--- src/rtl/vend_pkg.sv ---
// Shared types and constants for the vending credit/dispense controller.
package vend_pkg;

  // Controller phases; encodings are fixed so they can be read off a bus or trace.
  typedef enum logic [1:0] {
    StIdle  = 2'd0,
    StVend  = 2'd1,
    StChgHi = 2'd2,
    StChgLo = 2'd3
  } state_e;

  // Coin values in nickel units.
  localparam int unsigned NICKEL_N  = 1;
  localparam int unsigned DIME_N    = 2;
  localparam int unsigned QUARTER_N = 5;

  // Value of the highest-value coin present; lower coins in the same cycle are ignored.
  function automatic logic [2:0] coin_value(input logic ni, input logic di, input logic qu);
    logic [2:0] val;
    val = 3'd0;
    if (qu) begin
      val = 3'(QUARTER_N);
    end else if (di) begin
      val = 3'(DIME_N);
    end else if (ni) begin
      val = 3'(NICKEL_N);
    end
    return val;
  endfunction

endpackage

--- src/rtl/vend_pulse_timer.sv ---
// Loadable down-counter shared by the vend, change-high and change-low phases.
module vend_pulse_timer #(
  parameter int unsigned W = 3
) (
  input  logic         CLK,
  input  logic         rst_n,
  input  logic         load_i,
  input  logic [W-1:0] load_val_i,
  output logic         done_o
);

  logic [W-1:0] cnt_q;

  // Reload on phase entry, otherwise count down and hold at zero.
  always_ff @(posedge CLK or negedge rst_n) begin
    if (!rst_n) begin
      cnt_q <= '0;
    end else if (load_i) begin
      cnt_q <= load_val_i;
    end else if (cnt_q != '0) begin
      cnt_q <= cnt_q - W'(1);
    end
  end

  assign done_o = (cnt_q == '0);

endmodule

--- src/rtl/vend_dispense_ctrl.sv ---
// Credit accumulation, product release and nickel change payout for the vending datapath.
module vend_dispense_ctrl
  import vend_pkg::*;
#(
  parameter int unsigned PRICE_N      = 9,
  parameter int unsigned MAX_CREDIT_N = 13,
  parameter int unsigned CREDIT_W     = 4,
  parameter int unsigned PULSE_CYC    = 4,
  parameter int unsigned GAP_CYC      = 2
) (
  input  logic                CLK,
  input  logic                rst_n,
  input  logic                ni,
  input  logic                di,
  input  logic                qu,
  input  logic                soda,
  input  logic                diet,
  input  logic                cancel,
  output logic                giveSoda,
  output logic                giveDiet,
  output logic                change,
  output logic                coin_reject,
  output logic                busy,
  output logic [CREDIT_W-1:0] credit
);

  localparam int unsigned TimerMax = (PULSE_CYC > GAP_CYC) ? PULSE_CYC : GAP_CYC;
  localparam int unsigned TimerW   = $clog2(TimerMax) + 1;
  localparam int unsigned SumW     = CREDIT_W + 1;

  state_e              state_q, state_d;
  logic [CREDIT_W-1:0] credit_q, credit_d;
  logic                prod_soda_q, prod_soda_d;
  logic                give_soda_q, give_diet_q, change_q, coin_reject_q, busy_q;
  logic                coin_rej_d;

  logic                tmr_load;
  logic [TimerW-1:0]   tmr_val;
  logic                tmr_done;

  logic                coin_any, coin_multi;
  logic [2:0]          coin_val;
  logic [SumW-1:0]     credit_sum;
  logic                can_vend;

  vend_pulse_timer #(
    .W (TimerW)
  ) u_timer (
    .CLK        (CLK),
    .rst_n      (rst_n),
    .load_i     (tmr_load),
    .load_val_i (tmr_val),
    .done_o     (tmr_done)
  );

  // Coin decode: the highest coin is evaluated, a simultaneous second coin forces a reject.
  always_comb begin
    coin_any   = ni | di | qu;
    coin_multi = (ni & di) | (ni & qu) | (di & qu);
    coin_val   = coin_value(ni, di, qu);
    credit_sum = SumW'(credit_q) + SumW'(coin_val);
    can_vend   = (soda | diet) && (credit_q >= CREDIT_W'(PRICE_N));
  end

  // Next-state, credit update and coin-reject decision.
  always_comb begin
    state_d     = state_q;
    credit_d    = credit_q;
    prod_soda_d = prod_soda_q;
    coin_rej_d  = coin_any;  // any coin outside of IDLE acceptance is rejected
    unique case (state_q)
      StIdle: begin
        if (can_vend) begin
          state_d     = StVend;
          credit_d    = credit_q - CREDIT_W'(PRICE_N);
          prod_soda_d = soda;
        end else if (cancel && (credit_q != '0)) begin
          state_d = StChgHi;
        end else if (coin_any) begin
          if (credit_sum <= SumW'(MAX_CREDIT_N)) begin
            credit_d   = credit_sum[CREDIT_W-1:0];
            coin_rej_d = coin_multi;
          end
        end
      end
      StVend: begin
        if (tmr_done) begin
          state_d = (credit_q != '0) ? StChgHi : StIdle;
        end
      end
      StChgHi: begin
        if (tmr_done) begin
          state_d = StChgLo;
          if (credit_q != '0) begin
            credit_d = credit_q - CREDIT_W'(1);
          end
        end
      end
      StChgLo: begin
        if (tmr_done) begin
          state_d = (credit_q != '0) ? StChgHi : StIdle;
        end
      end
      default: state_d = StIdle;
    endcase
  end

  // Timer reloads on every state change with the length of the phase being entered.
  always_comb begin
    tmr_load = (state_d != state_q);
    tmr_val  = '0;
    if (state_d == StChgLo) begin
      tmr_val = TimerW'(GAP_CYC - 1);
    end else if (state_d != StIdle) begin
      tmr_val = TimerW'(PULSE_CYC - 1);
    end
  end

  // State, credit and registered outputs; outputs follow the state being entered.
  always_ff @(posedge CLK or negedge rst_n) begin
    if (!rst_n) begin
      state_q       <= StIdle;
      credit_q      <= '0;
      prod_soda_q   <= 1'b0;
      give_soda_q   <= 1'b0;
      give_diet_q   <= 1'b0;
      change_q      <= 1'b0;
      coin_reject_q <= 1'b0;
      busy_q        <= 1'b0;
    end else begin
      state_q       <= state_d;
      credit_q      <= credit_d;
      prod_soda_q   <= prod_soda_d;
      give_soda_q   <= (state_d == StVend) && prod_soda_d;
      give_diet_q   <= (state_d == StVend) && !prod_soda_d;
      change_q      <= (state_d == StChgHi);
      coin_reject_q <= coin_rej_d;
      busy_q        <= (state_d != StIdle);
    end
  end

  assign giveSoda    = give_soda_q;
  assign giveDiet    = give_diet_q;
  assign change      = change_q;
  assign coin_reject = coin_reject_q;
  assign busy        = busy_q;
  assign credit      = credit_q;

endmodule

--- config.mk ---
export PLATFORM = sky130hd
export DESIGN_NAME = vend_dispense_ctrl
export DESIGN_NICKNAME = d
export VERILOG_FILES = /design/src/rtl/vend_pkg.sv /design/src/rtl/vend_pulse_timer.sv /design/src/rtl/vend_dispense_ctrl.sv
export SDC_FILE = /design/constraint.sdc
export NUM_CORES = 1
export LEC_CHECK = 0
export ABC_AREA = 1
export BUFFER_PORTS_ARGS = -buffer_cell sky130_fd_sc_hd__buf_2
export CAP_MARGIN = 25
export CORE_MARGIN = 2
export CORE_UTILIZATION = 40
export CTS_CLUSTER_DIAMETER = 120
export DETAILED_ROUTE_END_ITERATION = 16
export GPL_TIMING_DRIVEN = 0
export PLACE_DENSITY = 0.68
export SLEW_MARGIN = 20
export SYNTH_ARGS = -nofsm -noshare
export SYNTH_HDL_FRONTEND = slang
export SYNTH_SLANG_ARGS = --single-unit
--- constraint.sdc ---
create_clock -name CLK -period 1.7 [get_ports CLK]
set_input_delay 0.17 -clock CLK [delete_from_list [all_inputs] [get_ports CLK]]
set_output_delay 0.17 -clock CLK [all_outputs]
set_load 0.02 [all_outputs]
==> results_tabular.tex, run 1 <==
\begin{tabular}{lr}
\hline
Metric & Value \\
\hline
\multicolumn{2}{l}{\textbf{Routing}} \\
Number of design-rule violations left by the first detailed-router iteration & 20 \\
Antenna-violating nets left & 0 \\
Post-Route WL & $\sim$2.5 mm \\
First-pass DRT Iterations & 4 \\
Number of vias per cell & between 4 and 5 \\
Remaining routing DRC violations & 0 \\
Via count & 1,035 \\
Wire per inst & 11.4 um \\
\multicolumn{2}{l}{\textbf{Logic synthesis}} \\
Xor/xnor cell area share of the yosys netlist & roughly 1.5\% \\
Mean instance size in the synthesized netlist & between 7 and 8 um\^{}2 \\
Warnings, synthesis & 0 \\
Total nets after synthesis & around 170 \\
Compound-cell area share of the yosys netlist & under 10\% \\
Count of different cell masters after synthesis & 24 \\
Sequential fraction of the synthesis area & between 30\% and 40\% \\
Synth Area in Adders & between 10\% and 20\% \\
Share of synthesized area spent on multiplexers & 0\% \\
Combined area of all synthesized cells & $\sim$1100 um\^{}2 \\
Simple-gate share of the synthesized area & about 38\% \\
Mapped Cells & 154 \\
Combinational family with the most area after synthesis & simple AND/OR/NAND/NOR gates \\
\#FFs+latches synth & 15 \\
\multicolumn{2}{l}{\textbf{Critical path}} \\
Nature of the critical path endpoint & register \\
Cells along the critical path & buf\_6, inv\_4, ha\_4, nand2\_4, o21ai\_4, nand3\_4, nand2\_4, inv\_4, ha\_4, inv\_2, nand2\_1, nand2\_1 \\
Combined buffer and inverter count along the critical path & 4 \\
Worst setup path class & reg2reg \\
CP Launch Type & register \\
Top fanout value on the critical path & 5 \\
Signal arrival time at the worst endpoint & 2.06 ns \\
Delay of the slowest cell on the worst path & about 0.47 ns \\
CP top delay family & flip-flops \\
Slowest-stage cell, CP & sky130\_fd\_sc\_hd\_\_dfrtp\_2 \\
Required time at the worst-slack endpoint & approximately 1.9 ns \\
\multicolumn{2}{l}{\textbf{GRT}} \\
Vias in the first global route & approximately 1,000 \\
Residual overflow from global routing & 0 \\
Antenna violations before repair & 0 \\
Global routing usage summed across all routing layers & between 10\% and 20\% \\
Maximum number of pins on one net before global-route repair & 16 \\
Wire length of the first global-routing pass & between 4 and 5 mm \\
\multicolumn{2}{l}{\textbf{Timing}} \\
Relative slew slack & 68.3\% \\
Part of the cycle the worst path needs & 111\% \\
Hold Vio Cnt, Final & 0 \\
Fin. max-slew vios & 0 \\
Final critical delay including setup and external delays & between 1.5 and 2 ns \\
Achievable frequency & about 530 MHz \\
Crit path setup slack, layout & -0.180 ns \\
Count of endpoints failing setup in the final report & 11 \\
Clock Skews & 0.00740 ns \\
Unrepaired setup endpoints after global routing & true \\
Transition at the pin with the smallest max-transition slack & between 0.4 and 0.5 ns \\
\multicolumn{2}{l}{\textbf{Placement}} \\
Placed Instances & 201 \\
Port-buffer cells & 16 \\
Placed wire-length estimate after detailed placement & between 1.5 and 2 mm \\
Routability congestion estimate & 0.863 \\
\multicolumn{2}{l}{\textbf{CTS}} \\
Buffer cell driving the clock tree root & sky130\_fd\_sc\_hd\_\_clkbuf\_4 \\
Level count of the clock H-tree & 1 \\
Bufs on Longest Clock Path & 2 \\
Number of CTS-inserted buffers & 3 \\
Number of clock sinks seen by CTS & 15 \\
Reg clk slew, reported paths & roughly 0.090 ns \\
Worst-Skew Late Latency & roughly 0.28 ns \\
Clock tree from TritonCTS & yes \\
\multicolumn{2}{l}{\textbf{Floorplanning}} \\
Die height & 57.5 um \\
Die Area & 3300 um\^{}2 \\
Chip width & $\sim$57 um \\
Row Count & 19 \\
Starting density of the core & 41.8\% \\
Core ar. & about 2700 um\^{}2 \\
Number of top-level design ports & 17 \\
\multicolumn{2}{l}{\textbf{Run}} \\
Maximum Capacitance Violations & 0 \\
\multicolumn{2}{l}{\textbf{Finish}} \\
Most frequent cells in the layout & sky130\_fd\_sc\_hd\_\_nand2\_1 (38), sky130\_fd\_sc\_hd\_\_buf\_2 (16), sky130\_fd\_sc\_hd\_\_inv\_1 (14), sky130\_fd\_sc\_hd\_\_nand3\_1 (13), sky130\_fd\_sc\_hd\_\_dfrtp\_1 (13) \\
Number of diodes added for antenna fixing & 0 \\
Number of filler cells placed in the layout & 250 \\
Ratio of cells with drive above 1 in the final layout & between 40\% and 50\% \\
Commonest non-fill, non-tap cell in the layout & sky130\_fd\_sc\_hd\_\_nand2\_1 \\
Net total in the final layout & between 200 and 250 \\
Area growth, synth to finish & 30.5\% \\
Number of cells in the finished layout apart from fillers & about 220 \\
\multicolumn{2}{l}{\textbf{Power and ir drop}} \\
Cell Pwr Density & between 2000 and 2500 nW/um\^{}2 \\
Power consumption & roughly 3200 uW \\
Leakage power summed over all cells & 0.000797 uW \\
Maximum ir drop on the vdd rail & 1.26 mV \\
\multicolumn{2}{l}{\textbf{Run status}} \\
Failing checks & negative setup slack \\
Outcome & finished, violations left \\
\multicolumn{2}{l}{\textbf{Hold path}} \\
Tightest Hold Check Type & in2reg \\
\hline
\end{tabular}
## flip-flops by register name (all words and copies together) (netlist names)
register / cells
coin_reject: 1
prod_soda_q: 1
state_q: 2
change: 1
busy: 1
giveSoda: 1
giveDiet: 1
u_timer.cnt_q: 3
credit: 4
## timing repair
action	4_1_cts	5_1_grt
setup buffers	5	4
gates cloned	0	0
resized for setup	6	19
setup endpoints to repair	11	10
hold buffers	1	0
pin swaps	4	10
hold endpoints to repair	15	0
## where the power goes
part	internal, uW	total, uW	switching (uW)
Clock	87.4	202	115
Combinational	940	2290	1350
Sequential	522	666	144
## worst paths after layout
path	cells after the start	slack (ns)	start	to
setup / recovery	12	-0.18	credit[0]	u_timer.cnt_q[1]
hold / removal	3	0.17	soda	prod_soda_q
setup reg to reg	12	-0.18	credit[0]	u_timer.cnt_q[1]
hold reg to reg	2	0.52	prod_soda_q	prod_soda_q
max in group asynchronous	2	1.13	rst_n	credit[1]
min in group asynchronous	2	0.31	rst_n	u_timer.cnt_q[0]
## synth_stat cells (all sizes together)
cell | count | area share (%)
nor2 | 16 | 7.2
nand3 | 18 | 9.4
nand2 | 46 | 18
nand4 | 2 | 1.1
a21oi | 3 | 1.3
fa | 1 | 1.8
or2 | 3 | 1.6
clkinv | 1 | 0.44
ha | 10 | 11
inv | 28 | 9.2
nor3 | 2 | 0.88
dfrtp | 15 | 33
xor2 | 2 | 1.5
o21ai | 7 | 4.0
## cells by family after synthesis
family,after synthesis
compound gates,10
xor+xnor,2
fa+ha+maj,11
buf+inv,29
flops,15
simple gates,87
## tightest hold or removal path: stages
cell	delay (ns)
sky130_fd_sc_hd__buf_2	0.09
sky130_fd_sc_hd__nand2_1	0.06
sky130_fd_sc_hd__nand2_1	0.09
## routing by layer
metal	vias to the layer above	GRT usage [%]	routed length, um
met2	21	30.0	1270
met3	8	3.40	79
met5	-	0	0
met1	465	19.3	1040
li1	541	-	-
met4	0	4.32	59
## cell type report
class / count / area [um^2] / share of cell area (%)
clock inverter: 1 / 5.00 / 0.335
sequential: 15 / 378 / 25.3
inverter: 29 / 115 / 7.71
timing repair buffer: 26 / 165 / 11.1
clock buffer: 3 / 22.5 / 1.51
multi-input combinational: 110 / 768 / 51.5
tap: 31 / 38.8 / 2.60
## through the flow
step / TNS, ns / setup WS [ns] / util [%] / instance area (um^2) / hold WS [ns]
2_1_floorplan: -0.289 / -0.0595 / - / 1200 / -0.126
3_3_place_gp: -1.30 / -0.262 / 48.1 / 1320 / 0.0812
3_5_place_dp: -1.88 / -0.303 / 48.1 / 1320 / 0.0884
4_1_cts: -0.776 / -0.181 / 51.6 / 1410 / 0.165
5_1_grt: -2.22 / -0.283 / 54.6 / 1490 / 0.177
6_report: -0.957 / -0.180 / 54.6 / 1490 / 0.167
Note: power is estimated with default switching activity, not from simulation.
==> run 2, diff against run 1 <==
--- a/config.mk
+++ b/config.mk
@@ -5,7 +5,6 @@
 export SDC_FILE = /design/constraint.sdc
 export NUM_CORES = 1
 export LEC_CHECK = 0
-export ABC_AREA = 1
 export BUFFER_PORTS_ARGS = -buffer_cell sky130_fd_sc_hd__buf_2
 export CAP_MARGIN = 25
 export CORE_MARGIN = 2
==> results_tabular.tex, run 2 <==
\begin{tabular}{lr}
\hline
Metric & Value \\
\hline
\multicolumn{2}{l}{\textbf{Logic synthesis}} \\
Total nets after synthesis & 133 (-23\%) \\
Library cell with the highest instance count after synthesis & sky130\_fd\_sc\_hd\_\_dfrtp\_1 \\
FFs w/ async S/R, synth & 100\% (unchanged) \\
\#FFs+latches synth & 15 (unchanged) \\
Mean instance size in the synthesized netlist & 9.80 um\^{}2 (+32\%) \\
Most frequent cells after synthesis & sky130\_fd\_sc\_hd\_\_dfrtp\_1 (15), sky130\_fd\_sc\_hd\_\_ha\_1 (10), sky130\_fd\_sc\_hd\_\_inv\_1 (10) \\
Mapped Cells & 114 (-26\%) \\
Warnings, synthesis & 0 (unchanged) \\
Cell taking the most area after synthesis & sky130\_fd\_sc\_hd\_\_dfrtp\_1 \\
Sequential fraction of the synthesis area & 33.6\% (+0.77 points) \\
Combined area of all synthesized cells & 1120 um\^{}2 (-2.3\%) \\
Count of different cell masters after synthesis & 45 (+88\%) \\
Number of enable-type register cells in the synthesized netlist & 0 (unchanged) \\
Largest cells by area after synthesis & sky130\_fd\_sc\_hd\_\_dfrtp\_1 (34\%), sky130\_fd\_sc\_hd\_\_ha\_1 (11\%), sky130\_fd\_sc\_hd\_\_mux2i\_1 (3.6\%) \\
Primary flip-flop cell chosen by synthesis mapping & sky130\_fd\_sc\_hd\_\_dfrtp\_1 \\
Area share of the leading cell type in the synthesized netlist & 33.6\% (+0.77 points) \\
\multicolumn{2}{l}{\textbf{Critical path}} \\
Combined buffer and inverter count along the critical path & 0 (-4) \\
CP Launch Type & register \\
Nature of the critical path endpoint & register \\
Worst setup path class & reg2reg \\
Delay of the slowest cell on the worst path & 0.57 ns (+0.10 ns) \\
Signal arrival time at the worst endpoint & 2.51 ns (+0.45 ns) \\
Top fanout value on the critical path & 4 (-1) \\
Worst reg-to-reg setup slack & -0.62 ns (-0.44 ns) \\
Cells along the critical path & ha\_4, fa\_2, nand2\_1, or3\_4, a31oi\_4, nor2\_4, mux2\_4 \\
Slowest-stage cell, CP & sky130\_fd\_sc\_hd\_\_fa\_2 \\
Required time at the worst-slack endpoint & 1.89 ns (about the same) \\
CP top delay family & adder cells \\
\multicolumn{2}{l}{\textbf{Power and ir drop}} \\
Maximum ir drop on the vdd rail & 0.380 mV (-70\%) \\
Part of the power in registers & 54.5\% (+33 points) \\
Internal power summed over all cells & 485 uW (-69\%) \\
Cell Pwr Density & 403 nW/um\^{}2 (-81\%) \\
Power consumption & 656 uW (-79\%) \\
Net switching fraction of the power & 26.1\% (-25 points) \\
Clock group share of total power & 33.3\% (+27 points) \\
Combinational cell fraction of total power & 12.2\% (-60 points) \\
Leakage power summed over all cells & 0.000724 uW (-9.1\%) \\
Net Sw Power & 172 uW (-89\%) \\
\multicolumn{2}{l}{\textbf{GRT}} \\
Global routing usage summed across all routing layers & 20.0\% (+3.6 points) \\
Global-route track usage on met1 & 25.3\% (+6.0 points) \\
Wire length of the first global-routing pass & 5.03 mm (+17\%) \\
Routing usage on met3 & 3.23\% (-0.18 points) \\
Routing layer with the top usage in global route & met2 \\
Vias in the first global route & 1,064 (+2.4\%) \\
Met2 GRT Util & 32.2\% (+2.2 points) \\
Maximum number of pins on one net before global-route repair & 16 (unchanged) \\
Antenna violations before repair & 0 (unchanged) \\
Residual overflow from global routing & 0 (unchanged) \\
\multicolumn{2}{l}{\textbf{Finish}} \\
Area growth, synth to finish & 45.8\% \\
Area of the multi-input gates & 948 um\^{}2 (+23\%) \\
Net total in the final layout & 167 (-18\%) \\
Most frequent cells in the layout & sky130\_fd\_sc\_hd\_\_buf\_2 (16), sky130\_fd\_sc\_hd\_\_dfrtp\_1 (12), sky130\_fd\_sc\_hd\_\_buf\_4 (10), sky130\_fd\_sc\_hd\_\_inv\_1 (8), sky130\_fd\_sc\_hd\_\_nor2\_1 (6) \\
Final Core Density & 60.1\% (+5.5 points) \\
Number of filler cells placed in the layout & 221 (-12\%) \\
Reg area & 379 um\^{}2 (+0.33\%) \\
Commonest non-fill, non-tap cell in the layout & sky130\_fd\_sc\_hd\_\_buf\_2 \\
Number of diodes added for antenna fixing & 0 (unchanged) \\
Max FFs per register & 4 (unchanged) \\
Ratio of cells with drive above 1 in the final layout & 53.7\% (+13 points) \\
\multicolumn{2}{l}{\textbf{Floorplanning}} \\
Row Count & 19 (unchanged) \\
Die Area & 3230 um\^{}2 (-2.1\%) \\
Number of top-level design ports & 17 (unchanged) \\
Chip width & 56.9 um (-1.1\%) \\
Starting density of the core & 41.2\% (-0.60 points) \\
Core ar. & 2710 um\^{}2 (-0.87\%) \\
Die height & 56.9 um (-1.1\%) \\
\multicolumn{2}{l}{\textbf{Placement}} \\
Routability congestion estimate & 0.837 (-3.0\%) \\
Port-buffer cells & 16 (unchanged) \\
Placed wire-length estimate after detailed placement & 1.85 mm (-2.8\%) \\
\multicolumn{2}{l}{\textbf{Run status}} \\
Outcome & finished, violations left \\
Failing checks & negative setup slack \\
\multicolumn{2}{l}{\textbf{Timing}} \\
Count of endpoints failing setup in the final report & 15 (+4) \\
Transition at the pin with the smallest max-transition slack & 0.512 ns (+0.0391 ns) \\
Minimum hold slack & 0.128 ns (-0.0392 ns) \\
Clock Skews & 0.00541 ns (-0.00199 ns) \\
Part of the cycle the worst path needs & 136\% (+26 points) \\
Crit path setup slack, layout & -0.617 ns (-0.437 ns) \\
Fin. max-slew vios & 0 (unchanged) \\
Achievable frequency & 432 MHz (-19\%) \\
Hold Vio Cnt, Final & 0 (unchanged) \\
Unrepaired setup endpoints after global routing & true \\
Final critical delay including setup and external delays & 2.32 ns (+0.437 ns) \\
Relative slew slack & 65.6\% (-2.7 points) \\
\multicolumn{2}{l}{\textbf{Routing}} \\
Post-Route WL & 2.94 mm (+20\%) \\
Number of vias per cell & 5.63 (+17\%) \\
Remaining routing DRC violations & 0 (unchanged) \\
Wire per inst & 16.5 um (+45\%) \\
Number of design-rule violations left by the first detailed-router iteration & 35 (+75\%) \\
First-pass DRT Iterations & 4 (unchanged) \\
Antenna-violating nets left & 0 (unchanged) \\
Via count & 1,003 (-3.1\%) \\
\multicolumn{2}{l}{\textbf{Hold path}} \\
Tightest Hold Check Type & in2reg \\
\multicolumn{2}{l}{\textbf{CTS}} \\
Worst-Skew Late Latency & 0.30 ns (+0.02 ns) \\
Level count of the clock H-tree & 1 (unchanged) \\
Reg clk slew, reported paths & 0.09 ns (about the same) \\
Buffer cell driving the clock tree root & sky130\_fd\_sc\_hd\_\_clkbuf\_4 \\
Bufs on Longest Clock Path & 2 (unchanged) \\
Clock tree from TritonCTS & yes \\
Number of clock sinks seen by CTS & 15 (unchanged) \\
Number of CTS-inserted buffers & 3 (unchanged) \\
\multicolumn{2}{l}{\textbf{Run}} \\
Maximum Capacitance Violations & 0 (unchanged) \\
\hline
\end{tabular}
## run 2: changes by cell type in the layout (fill, tap and decap cells not counted), moves of 4 or more
| cell | change |
|---|---|
| sky130_fd_sc_hd__nand2_1 | -34 |
| sky130_fd_sc_hd__inv_2 | -10 |
| sky130_fd_sc_hd__nand3_1 | -10 |
| sky130_fd_sc_hd__inv_1 | -6 |
| sky130_fd_sc_hd__nand2_4 | -5 |
| sky130_fd_sc_hd__nor2_2 | -4 |
## run 2: path summary, 6_finish.rpt
check                            startpoint                to  depth (start not counted)
worst max-delay path              credit[0]         credit[1]                          7
worst min-delay path                   soda       prod_soda_q                          3
worst max register to register    credit[0]         credit[1]                          7
worst min register to register  prod_soda_q       prod_soda_q                          2
max in group asynchronous             rst_n         credit[3]                          2
min in group asynchronous             rst_n  u_timer.cnt_q[2]                          2
## run 2: final cells by class
| cell class | instances | area share, % |
|---|---|---|
| plain buffers | 1 | 0.461 |
| clock buffers | 4 | 1.61 |
| flip-flops and latches | 15 | 23.3 |
| inverters | 10 | 2.30 |
| repair buffers | 29 | 11.8 |
| multi-input cells | 88 | 58.2 |
| well taps | 31 | 2.38 |
## run 2: logic make-up after synthesis
kind of cell               synth area share (%)
and+or+nand+nor                            19.2
adders and majority gates                  13.0
xor gates and xnor gates                   1.57
muxes                                      4.59
buffers and inverters                      4.03
AOI/OAI and AO/OA                          24.1
DFF                                        33.6
## run 2: metal layers
metal | vias to the layer above | share of wire (%) | wire length (um)
met1 | 467 | 43 | 1260
met4 | 0 | 3.2 | 95
li1 | 486 | - | -
met2 | 41 | 48 | 1420
met3 | 9 | 5.6 | 166
met5 | - | 0 | 0
## run 2: what timing repair did
item | CTS | global route
hold buffers | 1 | 0
pin swaps | 12 | 12
endpoints found under the hold margin | 15 | 0
resized for setup | 28 | 20
setup endpoints to repair | 15 | 15
setup buffers | 9 | 3
## run 2: metrics by stage
stage                     cell area (um^2)  TNS, ns  instances  worst slack [ns]
after global placement                1270    -5.01        161            -0.714
after CTS                             1500    -5.74        175            -0.632
after global routing                  1630    -6.82        178            -0.658
final                                 1630    -5.81        178            -0.617
after detailed placement              1270    -5.69        161            -0.753
after floorplan                       1150    -3.77        114            -0.610
## run 2: worst min-delay path: stages
cell,delay [ns]
sky130_fd_sc_hd__buf_2,0.11
sky130_fd_sc_hd__mux2i_4,0.07
sky130_fd_sc_hd__inv_1,0.05
## run 2: power groups by stage
stage	clock network (uW)	logic, uW	registers [uW]
after floorplan	0	25.6	366
after global placement	0	52.2	365
after detailed placement	0	53.6	365
after CTS	221	68.3	358
after global routing	245	87.4	358
final	218	80.3	358
==> run 3, diff against run 2 <==
--- a/config.mk
+++ b/config.mk
@@ -8,11 +8,12 @@
 export BUFFER_PORTS_ARGS = -buffer_cell sky130_fd_sc_hd__buf_2
 export CAP_MARGIN = 25
 export CORE_MARGIN = 2
-export CORE_UTILIZATION = 40
+export CORE_UTILIZATION = 50
 export CTS_CLUSTER_DIAMETER = 120
 export DETAILED_ROUTE_END_ITERATION = 16
 export GPL_TIMING_DRIVEN = 0
-export PLACE_DENSITY = 0.68
+export PLACE_DENSITY = 0.8
+export SETUP_SLACK_MARGIN = 0.1
 export SLEW_MARGIN = 20
 export SYNTH_ARGS = -nofsm -noshare
 export SYNTH_HDL_FRONTEND = slang
==> results_tabular.tex, run 3 (synthesis results as in run 2) <==
\begin{tabular}{lr}
\hline
Metric & Value \\
\hline
\multicolumn{2}{l}{\textbf{GRT}} \\
Global-route track usage on met1 & 33.1\% (+7.8 points) \\
Routing usage on met3 & 4.09\% (+0.87 points) \\
Met2 GRT Util & 42.6\% (+10 points) \\
Antenna violations before repair & 0 (unchanged) \\
Residual overflow from global routing & 0 (unchanged) \\
Maximum number of pins on one net before global-route repair & 16 (unchanged) \\
Routing layer with the top usage in global route & met2 \\
Wire length of the first global-routing pass & 5.06 mm (+0.68\%) \\
Vias in the first global route & 1,089 (+2.3\%) \\
Global routing usage summed across all routing layers & 26.3\% (+6.3 points) \\
\multicolumn{2}{l}{\textbf{Critical path}} \\
Delay of the slowest cell on the worst path & 0.44 ns (-0.13 ns) \\
Cells along the critical path & buf\_4, buf\_6, buf\_4, ha\_4, nor3b\_4, buf\_4, or2\_4, buf\_4, buf\_4, nand3\_1, or3\_2, o211ai\_2 \\
Signal arrival time at the worst endpoint & 2.59 ns (+0.08 ns) \\
CP top delay family & simple AND/OR/NAND/NOR gates \\
Most repeated library cell on the critical path & sky130\_fd\_sc\_hd\_\_buf\_4 \\
Number of cells on the critical path & 12 (+5) \\
Required time at the worst-slack endpoint & 1.91 ns (+0.02 ns) \\
Nature of the critical path endpoint & register \\
Slowest-stage cell, CP & sky130\_fd\_sc\_hd\_\_dfrtp\_2 \\
Worst setup path class & reg2reg \\
Top fanout value on the critical path & 3 (-1) \\
Logic depth of the worst register-to-register path & 12 (+5) \\
CP Launch Type & register \\
Combined buffer and inverter count along the critical path & 6 (+6) \\
\multicolumn{2}{l}{\textbf{CTS}} \\
Reg clk slew, reported paths & 0.09 ns (about the same) \\
Worst-Skew Late Latency & 0.28 ns (-0.02 ns) \\
Level count of the clock H-tree & 1 (unchanged) \\
Clock tree from TritonCTS & yes \\
Bufs on Longest Clock Path & 2 (unchanged) \\
Number of clock sinks seen by CTS & 15 (unchanged) \\
Number of CTS-inserted buffers & 3 (unchanged) \\
Buffer cell driving the clock tree root & sky130\_fd\_sc\_hd\_\_clkbuf\_4 \\
\multicolumn{2}{l}{\textbf{Finish}} \\
Number of filler cells placed in the layout & 146 (-34\%) \\
Number of diodes added for antenna fixing & 0 (unchanged) \\
Area of the multi-input gates & 891 um\^{}2 (-6.1\%) \\
Max FFs per register & 4 (unchanged) \\
Reg area & 378 um\^{}2 (-0.33\%) \\
Ratio of cells with drive above 1 in the final layout & 52.6\% (-1.1 points) \\
Commonest non-fill, non-tap cell in the layout & sky130\_fd\_sc\_hd\_\_buf\_4 \\
Most frequent cells in the layout & sky130\_fd\_sc\_hd\_\_buf\_4 (18), sky130\_fd\_sc\_hd\_\_buf\_2 (16), sky130\_fd\_sc\_hd\_\_dfrtp\_1 (13), sky130\_fd\_sc\_hd\_\_inv\_1 (8), sky130\_fd\_sc\_hd\_\_nor2\_1 (6) \\
Area growth, synth to finish & 44.6\% \\
Final std cell area, no fill & 1620 um\^{}2 (-0.84\%) \\
Net total in the final layout & 174 (+4.2\%) \\
\multicolumn{2}{l}{\textbf{Power and ir drop}} \\
Cell Pwr Density & 391 nW/um\^{}2 (-3.0\%) \\
Leakage power summed over all cells & 0.000734 uW (+1.3\%) \\
Maximum ir drop on the vdd rail & 0.540 mV (+42\%) \\
\multicolumn{2}{l}{\textbf{Routing}} \\
Remaining routing DRC violations & 0 (unchanged) \\
Post-Route WL & 3.38 mm (+15\%) \\
Antenna-violating nets left & 0 (unchanged) \\
Wire per inst & 18.6 um (+12\%) \\
Number of design-rule violations left by the first detailed-router iteration & 61 (+74\%) \\
First-pass DRT Iterations & 4 (unchanged) \\
Number of vias per cell & 6.05 (+7.4\%) \\
Via count & 1,101 (+9.8\%) \\
\multicolumn{2}{l}{\textbf{Timing}} \\
Count of endpoints failing setup in the final report & 15 (unchanged) \\
Transition at the pin with the smallest max-transition slack & 0.635 ns (+0.123 ns) \\
Hold Vio Cnt, Final & 0 (unchanged) \\
Fin. max-slew vios & 0 (unchanged) \\
Crit path setup slack, layout & -0.680 ns (-0.0626 ns) \\
Clock Skews & 0.00422 ns (-0.00119 ns) \\
Final critical delay including setup and external delays & 2.38 ns (+0.0626 ns) \\
Unrepaired setup endpoints after global routing & true \\
Part of the cycle the worst path needs & 140\% (+3.7 points) \\
Relative slew slack & 57.6\% (-8.1 points) \\
Sum of negative setup slack & -7.79 ns (-1.97 ns) \\
Achievable frequency & 420 MHz (-2.6\%) \\
\multicolumn{2}{l}{\textbf{Floorplanning}} \\
Die Area & 2630 um\^{}2 (-19\%) \\
Core ar. & 2170 um\^{}2 (-20\%) \\
Chip width & 51.3 um (-9.8\%) \\
Number of top-level design ports & 17 (unchanged) \\
Row Count & 17 (-2) \\
Die height & 51.3 um (-9.8\%) \\
Starting density of the core & 51.5\% (+10 points) \\
\multicolumn{2}{l}{\textbf{Run}} \\
Maximum Capacitance Violations & 0 (unchanged) \\
\multicolumn{2}{l}{\textbf{Placement}} \\
Setup Slack @ Placement & -0.753 ns (-0.0000950 ns) \\
Placed wire-length estimate after detailed placement & 1.89 mm (+1.9\%) \\
Routability congestion estimate & 0.858 (+2.6\%) \\
Port-buffer cells & 16 (unchanged) \\
Placed standard-cell area & 1270 um\^{}2 (about the same) \\
\multicolumn{2}{l}{\textbf{Run status}} \\
Failing checks & negative setup slack \\
Outcome & finished, violations left \\
\multicolumn{2}{l}{\textbf{Hold path}} \\
Number of cells on the worst hold path & 3 (unchanged) \\
Tightest Hold Check Type & in2reg \\
\hline
\end{tabular}
[run 3: what timing repair did]
action,in CTS,in global routing
endpoints found under the setup margin,15,15
buffers inserted,14,5
hold buffers,1,0
pin swaps,10,8
endpoints found under the hold margin,15,0
resized for setup,18,17
[run 3: report_power, final]
group | internal (uW) | leakage, uW | switching (uW)
combinational | 28.8 | 0.000534 | 41.4
clock | 91.0 | 0.0000150 | 112
sequential | 357 | 0.000185 | 0.141
total | 477 | 0.000734 | 154
[run 3: layer usage]
metal | up-vias | share of wire, % | wire length, um
li1 | 494 | - | -
met1 | 539 | 40 | 1340
met2 | 54 | 50 | 1700
met3 | 14 | 6.5 | 220
met4 | 0 | 3.4 | 114
met5 | - | 0 | 0
[run 3: worst paths after layout]
path                             startpoint     endpoint  slack [ns]
worst max-delay path              credit[0]    credit[0]       -0.68
max in group asynchronous             rst_n    credit[1]        1.11
worst min-delay path                   soda  prod_soda_q        0.15
min in group asynchronous             rst_n    credit[0]        0.32
worst max register to register    credit[0]    credit[0]       -0.68
worst min register to register  prod_soda_q  prod_soda_q        0.51
[run 3: final cells by class]
cell class              instances  share of cell area (%)
inverters                      10                    2.32
flip-flops and latches         15                    23.4
well taps                      28                    2.17
multi-input cells              88                    55.2
clock buffers                   4                    1.63
plain buffers                   1                   0.465
repair buffers                 36                    14.9
[run 3: per-stage QoR]
step | power [uW] | hold slack [ns] | util (%) | std cells
4_1_cts | 625 | 0.146 | 68.5 | 177
6_report | 631 | 0.147 | 74.5 | 182
3_5_place_dp | 418 | 0.0974 | 58.7 | 158
2_1_floorplan | 392 | -0.126 | - | 114
5_1_grt | 655 | 0.175 | 74.5 | 182
3_3_place_gp | 416 | 0.0950 | 58.7 | 158
[run 3: worst register-to-register path: stages (launching register included)]
cell and delay [ns]:
sky130_fd_sc_hd__dfrtp_2 0.44, sky130_fd_sc_hd__buf_4 0.15, sky130_fd_sc_hd__buf_6 0.11, sky130_fd_sc_hd__buf_4 0.14, sky130_fd_sc_hd__ha_4 0.16, sky130_fd_sc_hd__nor3b_4 0.21, sky130_fd_sc_hd__buf_4 0.14, sky130_fd_sc_hd__or2_4 0.14
sky130_fd_sc_hd__buf_4 0.11, sky130_fd_sc_hd__buf_4 0.10, sky130_fd_sc_hd__nand3_1 0.08, sky130_fd_sc_hd__or3_2 0.44, sky130_fd_sc_hd__o211ai_2 0.07
